==> src/rtl/fnd_controller.sv <==
// fnd_controller: time-multiplexed driver for a 4-digit common-anode
// 7-segment display showing a 0..9999 count.
// Optional build macro: FND_LZB_EN (leading-zero blanking).
module fnd_controller #(
    parameter int CLK_FREQ = 100_000_000,
    parameter int SCAN_HZ  = 1000
) (
    input  logic        clk,
    input  logic        rst,
    input  logic [13:0] i_count,
    input  logic [3:0]  i_dp,
    input  logic        i_blank,
    output logic [3:0]  fnd_com,
    output logic [7:0]  fnd_data
);
    // Cycles spent on each digit; must be at least 2.
    localparam int DIV = CLK_FREQ / SCAN_HZ;
    localparam int CW  = (DIV > 2) ? $clog2(DIV) : 1;
    localparam logic [CW-1:0] CNT_LAST = CW'(DIV - 1);

    // Digit positions scanned by sel (0 = rightmost / ones).
    localparam logic [1:0] DIG_ONES      = 2'd0;
    localparam logic [1:0] DIG_TENS      = 2'd1;
    localparam logic [1:0] DIG_HUNDREDS  = 2'd2;
    localparam logic [1:0] DIG_THOUSANDS = 2'd3;

    localparam logic [13:0] MAX_VALUE = 14'd9999;

    logic [CW-1:0] cnt;
    logic [1:0]    sel;
    logic [13:0]   snap_cnt;
    logic [3:0]    snap_dp;

    logic          tick;
    logic [1:0]    sel_nxt;
    logic [13:0]   snap_cnt_nxt;
    logic [3:0]    snap_dp_nxt;
    logic [3:0]    bcd_ones;
    logic [3:0]    bcd_tens;
    logic [3:0]    bcd_hund;
    logic [3:0]    bcd_thou;
    logic [3:0]    digit;
    logic          lz_blank;
    logic [7:0]    pattern;

    // Active-low {dp,g..a} code for one decimal digit, dp off.
    function automatic logic [7:0] seg_decode(input logic [3:0] d);
        logic [7:0] s;
        case (d)
            4'd0:    s = 8'hC0;
            4'd1:    s = 8'hF9;
            4'd2:    s = 8'hA4;
            4'd3:    s = 8'hB0;
            4'd4:    s = 8'h99;
            4'd5:    s = 8'h92;
            4'd6:    s = 8'h82;
            4'd7:    s = 8'hF8;
            4'd8:    s = 8'h80;
            4'd9:    s = 8'h90;
            default: s = 8'hFF;
        endcase
        return s;
    endfunction

    assign tick = (cnt == CNT_LAST);

    // Next digit/snapshot and the segment pattern for the digit about to be
    // shown. Working from the next-state values lets the registered outputs
    // switch on the same edge as sel, and lets a new frame use the value
    // captured on that very edge.
    always_comb begin
        sel_nxt      = tick ? sel + 2'd1 : sel;
        snap_cnt_nxt = snap_cnt;
        snap_dp_nxt  = snap_dp;
        if (tick && sel == DIG_THOUSANDS) begin
            snap_cnt_nxt = i_count;
            snap_dp_nxt  = i_dp;
        end

        bcd_ones = 4'(snap_cnt_nxt % 14'd10);
        bcd_tens = 4'((snap_cnt_nxt / 14'd10) % 14'd10);
        bcd_hund = 4'((snap_cnt_nxt / 14'd100) % 14'd10);
        bcd_thou = 4'(snap_cnt_nxt / 14'd1000);

        digit = bcd_ones;
        case (sel_nxt)
            DIG_ONES:      digit = bcd_ones;
            DIG_TENS:      digit = bcd_tens;
            DIG_HUNDREDS:  digit = bcd_hund;
            DIG_THOUSANDS: digit = bcd_thou;
            default:       digit = bcd_ones;
        endcase

        lz_blank = 1'b0;
`ifdef FND_LZB_EN
        // A digit is a leading zero when the value is below its place weight;
        // the ones digit is never blanked.
        case (sel_nxt)
            DIG_TENS:      lz_blank = (snap_cnt_nxt < 14'd10);
            DIG_HUNDREDS:  lz_blank = (snap_cnt_nxt < 14'd100);
            DIG_THOUSANDS: lz_blank = (snap_cnt_nxt < 14'd1000);
            default:       lz_blank = 1'b0;
        endcase
`endif

        if (snap_cnt_nxt > MAX_VALUE) begin
            pattern = 8'hBF;
        end else if (lz_blank) begin
            pattern = 8'hFF;
        end else begin
            pattern = seg_decode(digit);
        end
        if (snap_dp_nxt[sel_nxt]) begin
            pattern[7] = 1'b0;
        end
    end

    // Scan counter, digit select, per-frame snapshot and registered outputs.
    always_ff @(posedge clk) begin
        if (rst) begin
            cnt      <= '0;
            sel      <= DIG_ONES;
            snap_cnt <= '0;
            snap_dp  <= '0;
            fnd_com  <= 4'b1110;
            fnd_data <= 8'hC0;
        end else begin
            cnt      <= tick ? '0 : cnt + CW'(1);
            sel      <= sel_nxt;
            snap_cnt <= snap_cnt_nxt;
            snap_dp  <= snap_dp_nxt;
            fnd_com  <= i_blank ? 4'b1111 : ~(4'b0001 << sel_nxt);
            fnd_data <= pattern;
        end
    end
endmodule

==> config.mk <==
export PLATFORM = sky130hd
export DESIGN_NAME = fnd_controller
export DESIGN_NICKNAME = d
export VERILOG_FILES = /design/src/rtl/fnd_controller.sv
export SDC_FILE = /design/constraint.sdc
export NUM_CORES = 1
export LEC_CHECK = 0
export CORE_ASPECT_RATIO = 1.2
export CORE_MARGIN = 3
export CORE_UTILIZATION = 60
export DETAILED_ROUTE_END_ITERATION = 6
export DONT_BUFFER_PORTS = 1
export PLACE_DENSITY_LB_ADDON = 0.3
export RECOVER_POWER = 50
export SLEW_MARGIN = 25
export SYNTH_ARGS = -nofsm -noshare
export SYNTH_HDL_FRONTEND = slang
export SYNTH_SLANG_ARGS = --single-unit
==> constraint.sdc <==
create_clock -name clk -period 48.2 [get_ports clk]
set_clock_uncertainty 0.15 [all_clocks]
set_input_delay 9.64 -clock clk [delete_from_list [all_inputs] [get_ports clk]]
set_output_delay 9.64 -clock clk [all_outputs]
set_load 0.02 [all_outputs]
==> results of run 1 <==
-- Yosys cell counts, types with 13 or more instances --
library cell	instances	area [sq um]
a211oi_1	23	173
a21o_1	18	135
a21oi_1	113	566
a31oi_1	39	244
and3_1	18	113
clkbuf_1	50	188
dfxtp_1	49	981
ha_1	42	526
inv_1	45	169
mux2i_1	37	370
nand2_1	160	601
nand3_1	56	280
nand4_1	24	150
nor2_1	170	638
nor3_1	35	175
nor4_1	15	93.8
o211ai_1	27	203
o21a_1	13	97.6
o21ai_0	74	370
o21ai_1	17	85.1
o22ai_1	13	81.3
or3_1	17	106
xnor2_1	57	499
xor2_1	19	166
-- cells in the final DEF, fill, tap and decap left out, drive strengths merged, types with 11 or more instances in the layout --
master | synthesis | layout
o22ai | 13 | 13
or2 | 13 | 13
a211oi | 25 | 25
ha | 42 | 42
a21oi | 116 | 116
dfxtp | 49 | 49
a31oi | 41 | 41
a21o | 18 | 18
buf | 28 | 13
o21ai | 92 | 92
and3 | 18 | 18
nor2 | 171 | 171
clkbuf | 50 | 11
nand2 | 162 | 162
mux2i | 40 | 40
xnor2 | 57 | 57
nor4 | 18 | 18
o211ai | 28 | 28
or3 | 18 | 18
and2 | 12 | 12
xor2 | 19 | 19
o31ai | 15 | 15
nand2b | 12 | 12
nand3 | 56 | 56
o21a | 14 | 14
inv | 46 | 46
nand4 | 25 | 25
nor3 | 36 | 36
-- worst max-delay path, delay by kind of cell --
kind / cells / cell delay [ps]
mux: 5 / 1110
buf+inv: 6 / 1130
compound gates: 38 / 8870
fa+ha+maj: 12 / 3860
xor+xnor: 5 / 900
simple gates: 34 / 7380
-- layer usage --
metal	up-vias	routed length [um]	track usage [%]	part of all wire, %
met5	-	0	0	0
met4	0	1420	17.8	4.6
met3	128	2670	4.17	8.7
met2	642	14300	55.7	47
met1	5156	12300	41.4	40
li1	5320	-	-	-
-- logic make-up (layout without fill, tap and decap cells) --
logic type,count (synthesis),count (layout),synth area share (%)
buffers and inverters,126,75,5.54
DFF,49,49,10.1
xor gates and xnor gates,79,79,7.59
muxes,47,47,5.37
AOI/OAI and AO/OA,503,503,36.8
adders and majority gates,44,44,5.64
and+or+nand+nor,577,577,29.0
-- state kept, by name, indices dropped and copies added, names as in the netlist --
| register | cells |
|---|---|
| cnt | 17 |
| snap_dp | 4 |
| snap_cnt | 14 |
| sel | 2 |
| fnd_com | 4 |
| fnd_data | 8 |
-- area by class of cell --
type	instances	area (sq um)
Clock buffer	5	125
Clock inverter	3	33.8
Fill cell	1492	5830
Inverter	48	180
Multi-Input combinational cell	1250	8170
Sequential cell	49	981
Tap cell	208	260
Timing Repair Buffer	19	120
-- path summary, 6_finish.rpt --
path                      end  slack [ps]  depth (start not counted)
hold reg to reg    snap_dp[1]         310                          2
hold / removal     snap_dp[1]         310                          2
setup reg to reg  fnd_data[0]       22630                        104
setup / recovery  fnd_data[0]       15290                        100
-- power groups by stage --
stage	Combinational (uW)	Clock, uW	Sequential, uW
finish	0.947	37.7	41.0
floorplan	1.05	0	41.9
global placement	0.956	0	41.9
detailed placement	0.960	0	41.9
global route	1.09	39.6	41.0
CTS	0.967	38.4	41.0
-- per-stage QoR --
step / setup slack [ps] / utilization, %
after floorplan: 18330 / -
after global routing: 13500 / 62.8
after global placement: 16570 / 61.9
after detailed placement: 15780 / 62.0
after CTS: 16050 / 63.0
final: 15290 / 62.8
==> results.cfg, run 1 <==
[worst_setup_path]
arrival_ps = 32930
slowest_delay_ps = 570
endpoint_kind = register
start_kind = primary input
crit_top_cell = ha_1
required_ps = 48220
startpoint = i_count[11]
crit_slowest_cell = a311oi_1
critPathKind = in -> reg
r2r_start = cnt[0]
cp_max_fo = 13

[clock_tree]
root_buffer = clkbuf_16
cts_max_level = 2
post_cts_buffers = 0
clk_latency_ps = 300
cts_sinks = 49
cts_tree = done
clkTransAtPathRegs_ps = 70
clockBufferDepth = 2
cts.repair.resized = 0
cts-hold-fix-buffers = 0
cts_buffers = 5

[floorplan]
start_util_pct = 61.6
die_h_um = 145
fp.dieW_um = 122
row_count = 50
pin_count = 33
die_area_sq_um = 17700
core_sq_um = 15700

[worst_hold_path]
min-delay-start = snap_dp[1]
min_path_type = reg -> reg

[placed_design]
dp.final_hpwl_um = 22700
place.port_buffers = 0
dp_cells = 1574
gp_congestion = 0.950
placed_cell_area_sq_um = 9740

[power_and_ir_drop]
cellPowerDensity_nw_per_um2 = 8.06
irDropWorstVdd_mv = 0.0230
power_frac_comb_pct = 1.2
clkPwrFrac_pct = 47.3
p_switching_uw = 18.6
p_sw_share_pct = 23.4
p_total_uw = 79.6
power.internal_uw = 61.0
p_leak_uw = 0.00403
pwr-share-seq_pct = 51.5

[cells_and_area]
stdcell_count = 1582
area_delta_synth_final_pct = 2.10
layout.nets = 1436
antennaDiodeCount = 0
drive_above_1_share_pct = 7.13
fin_area_sq_um = 9870

[synthesis]
netlist_instances = 1425
ys.flop_type = dfxtp_1
yosys_warnings = 0
ys_seq_area_share_pct = 10.1
syn-num-nets = 1488
netlist_area_sq_um = 9670
avgSynthCellArea_sq_um = 6.78
synthArstFlopShare_pct = 0
synth-edff-count = 0
synth_seq_cells = 49
synth_cell_types = 116

[global_route]
grt_pass1_wl_um = 50200
grt_use_total_pct = 33.4
grt_pass1_vias = 10600
overflow = 0
grt_max_degree = 54
antenna_found_initial = 0

[timing]
report.final.slew_viol_count = 0
final.min_clock_period_ps = 32910
finalSetupViolations = 0
setup_tns_ps = 0
whs_ps = 306
finalHoldViolations = 0
period_share_pct = 68.3
relSlewSlack_pct = 27.2
tightest_slew_ps = 1090
max_clock_freq_mhz = 30.4
rsz0062_at_grt = false

[detailed_routing]
drt_iter0_drc = 1370
ant_nets = 0
vias_per_cell = 7.11
post-route-drc-count = 0
wl_per_cell_um = 19.4
first_pass_iters = 6
wirelength_um = 30700
num_vias = 11200

[status]
status = finished, final reports clean

[job]
maxCapViolations = 0
Note: power is estimated with default switching activity, not from simulation.
==> inputs of run 2 (changes only) <==
==> constraint.sdc (replaced) <==
create_clock -name clk -period 33.3 [get_ports clk]
set_clock_uncertainty 0.15 [all_clocks]
set_input_delay 6.66 -clock clk [delete_from_list [all_inputs] [get_ports clk]]
set_output_delay 6.66 -clock clk [all_outputs]
set_load 0.02 [all_outputs]
==> results.cfg, run 2 (synthesized netlist as in run 1, its figures left out) <==
[status]
status = finished, final reports clean

[timing]
whs_ps = 299
setup_tns_ps = 0
rsz0062_at_grt = false
final.min_clock_period_ps = 30020
finalSetupViolations = 0
finalHoldViolations = 0
tightest_slew_ps = 1110
relSlewSlack_pct = 26.1
report.final.slew_viol_count = 0
period_share_pct = 90.2
max_clock_freq_mhz = 33.3

[placed_design]
gp_congestion = 0.957
dp.final_hpwl_um = 22700
dp_cells = 1574
placed_cell_area_sq_um = 9730
place.port_buffers = 0

[detailed_routing]
drt_iter0_drc = 1370
first_pass_iters = 7
vias_per_cell = 7.14
post-route-drc-count = 0
wl_per_cell_um = 19.5
num_vias = 11300
wirelength_um = 30900
ant_nets = 0

[clock_tree]
cts_sinks = 49
clkTransAtPathRegs_ps = 70
cts_tree = done
cts_buffers = 5
cts_max_level = 2
cts-hold-fix-buffers = 0
post_cts_buffers = 0
root_buffer = clkbuf_16
cts.repair.resized = 0
clockBufferDepth = 2
clk_latency_ps = 300

[global_route]
grt_use_total_pct = 33.0
antenna_found_initial = 1
grt_max_degree = 60
overflow = 0
grt_pass1_vias = 10100
grt_pass1_wl_um = 49400

[power_and_ir_drop]
p_total_uw = 115
irDropWorstVdd_mv = 0.0355
p_leak_uw = 0.00403
cellPowerDensity_nw_per_um2 = 11.7

[worst_setup_path]
required_ps = 33320
endpoint_kind = register
crit_top_cell = ha_1
start_kind = primary input
critPathKind = in -> reg
r2r_start = cnt[0]
startpoint = i_count[11]
r2r_end = fnd_data[5]
cp_max_fo = 13
arrival_ps = 30040
rrSetupSlack_ps = 7710
slowest_delay_ps = 510
crit_slowest_cell = a311oi_1
crit_path_end = fnd_data[5]
rr_worst_depth = 103

[cells_and_area]
fin_area_sq_um = 9860
largest-register = cnt
final_common_cell = nor2_1
drive_above_1_share_pct = 7.06
layout.nets = 1436
reg_top3 = cnt: 17 flops, snap_cnt: 14 flops, fnd_data: 8 flops
antennaDiodeCount = 0
layout_common_cells = nor2_1 (170), nand2_1 (160), a21oi_1 (113)
largest_reg_flops = 17
stdcell_count = 1582
area_delta_synth_final_pct = 2.03

[worst_hold_path]
min_path_type = reg -> reg

[floorplan]
die_area_sq_um = 17700
pin_count = 33
start_util_pct = 61.6
fp.dieW_um = 122
die_h_um = 145
row_count = 50
core_sq_um = 15700

[job]
maxCapViolations = 0
## run 2: cell counts in the layout (fill, tap and decap cells not counted)
No cell type changed its count.
## run 2: power by group
part | internal [uW] | total, uW | leakage (uW) | switching (uW)
Combinational | 0.573 | 1.42 | 0.00356 | 0.849
Clock | 28.8 | 54.6 | 0.0000767 | 25.8
Sequential | 58.9 | 59.3 | 0.000396 | 0.413
## run 2: critical path, delay by kind of cell
family                     cells  cell delay (ps)
muxes                          5             1150
and+or+nand+nor               33             6970
AOI/OAI and AO/OA             38             9070
xor gates and xnor gates       5             1040
adders and majority gates     12             3850
buffers and inverters          6             1220
## run 2: per-stage QoR
stage	setup WS [ps]	util, %
2_1_floorplan	6410	-
3_3_place_gp	4650	61.9
3_5_place_dp	3830	62.0
4_1_cts	4050	63.0
5_1_grt	1380	62.8
6_report	3280	62.8
## run 2: area by class of cell
type / count / area [sq um]
multi-input combinational: 1250 / 8160
fill: 1448 / 5840
sequential: 49 / 981
tap: 208 / 260
inverter: 48 / 180
clock buffer: 5 / 125
timing repair buffer: 19 / 120
clock inverter: 3 / 33.8
## run 2: metal layers
| metal | GRT usage [%] | share of wire [%] |
|---|---|---|
| met5 | 0 | 0.042 |
| met2 | 55.2 | 47 |
| met3 | 4.21 | 8.3 |
| met4 | 13.3 | 4.0 |
| met1 | 42.6 | 41 |
## run 2: how the worst min path moves through the flow
stage / to / slack (ps) / depth (start not counted) / startpoint
6_report: snap_dp[2] / 300 / 2 / snap_dp[2]
5_1_grt: snap_dp[2] / 330 / 2 / snap_dp[2]
4_1_cts: snap_dp[2] / 300 / 2 / snap_dp[2]
3_5_place_dp: snap_dp[2] / 290 / 2 / snap_dp[2]
3_3_place_gp: snap_dp[1] / 290 / 2 / snap_dp[1]
2_1_floorplan: cnt[0] / 280 / 1 / cnt[0]
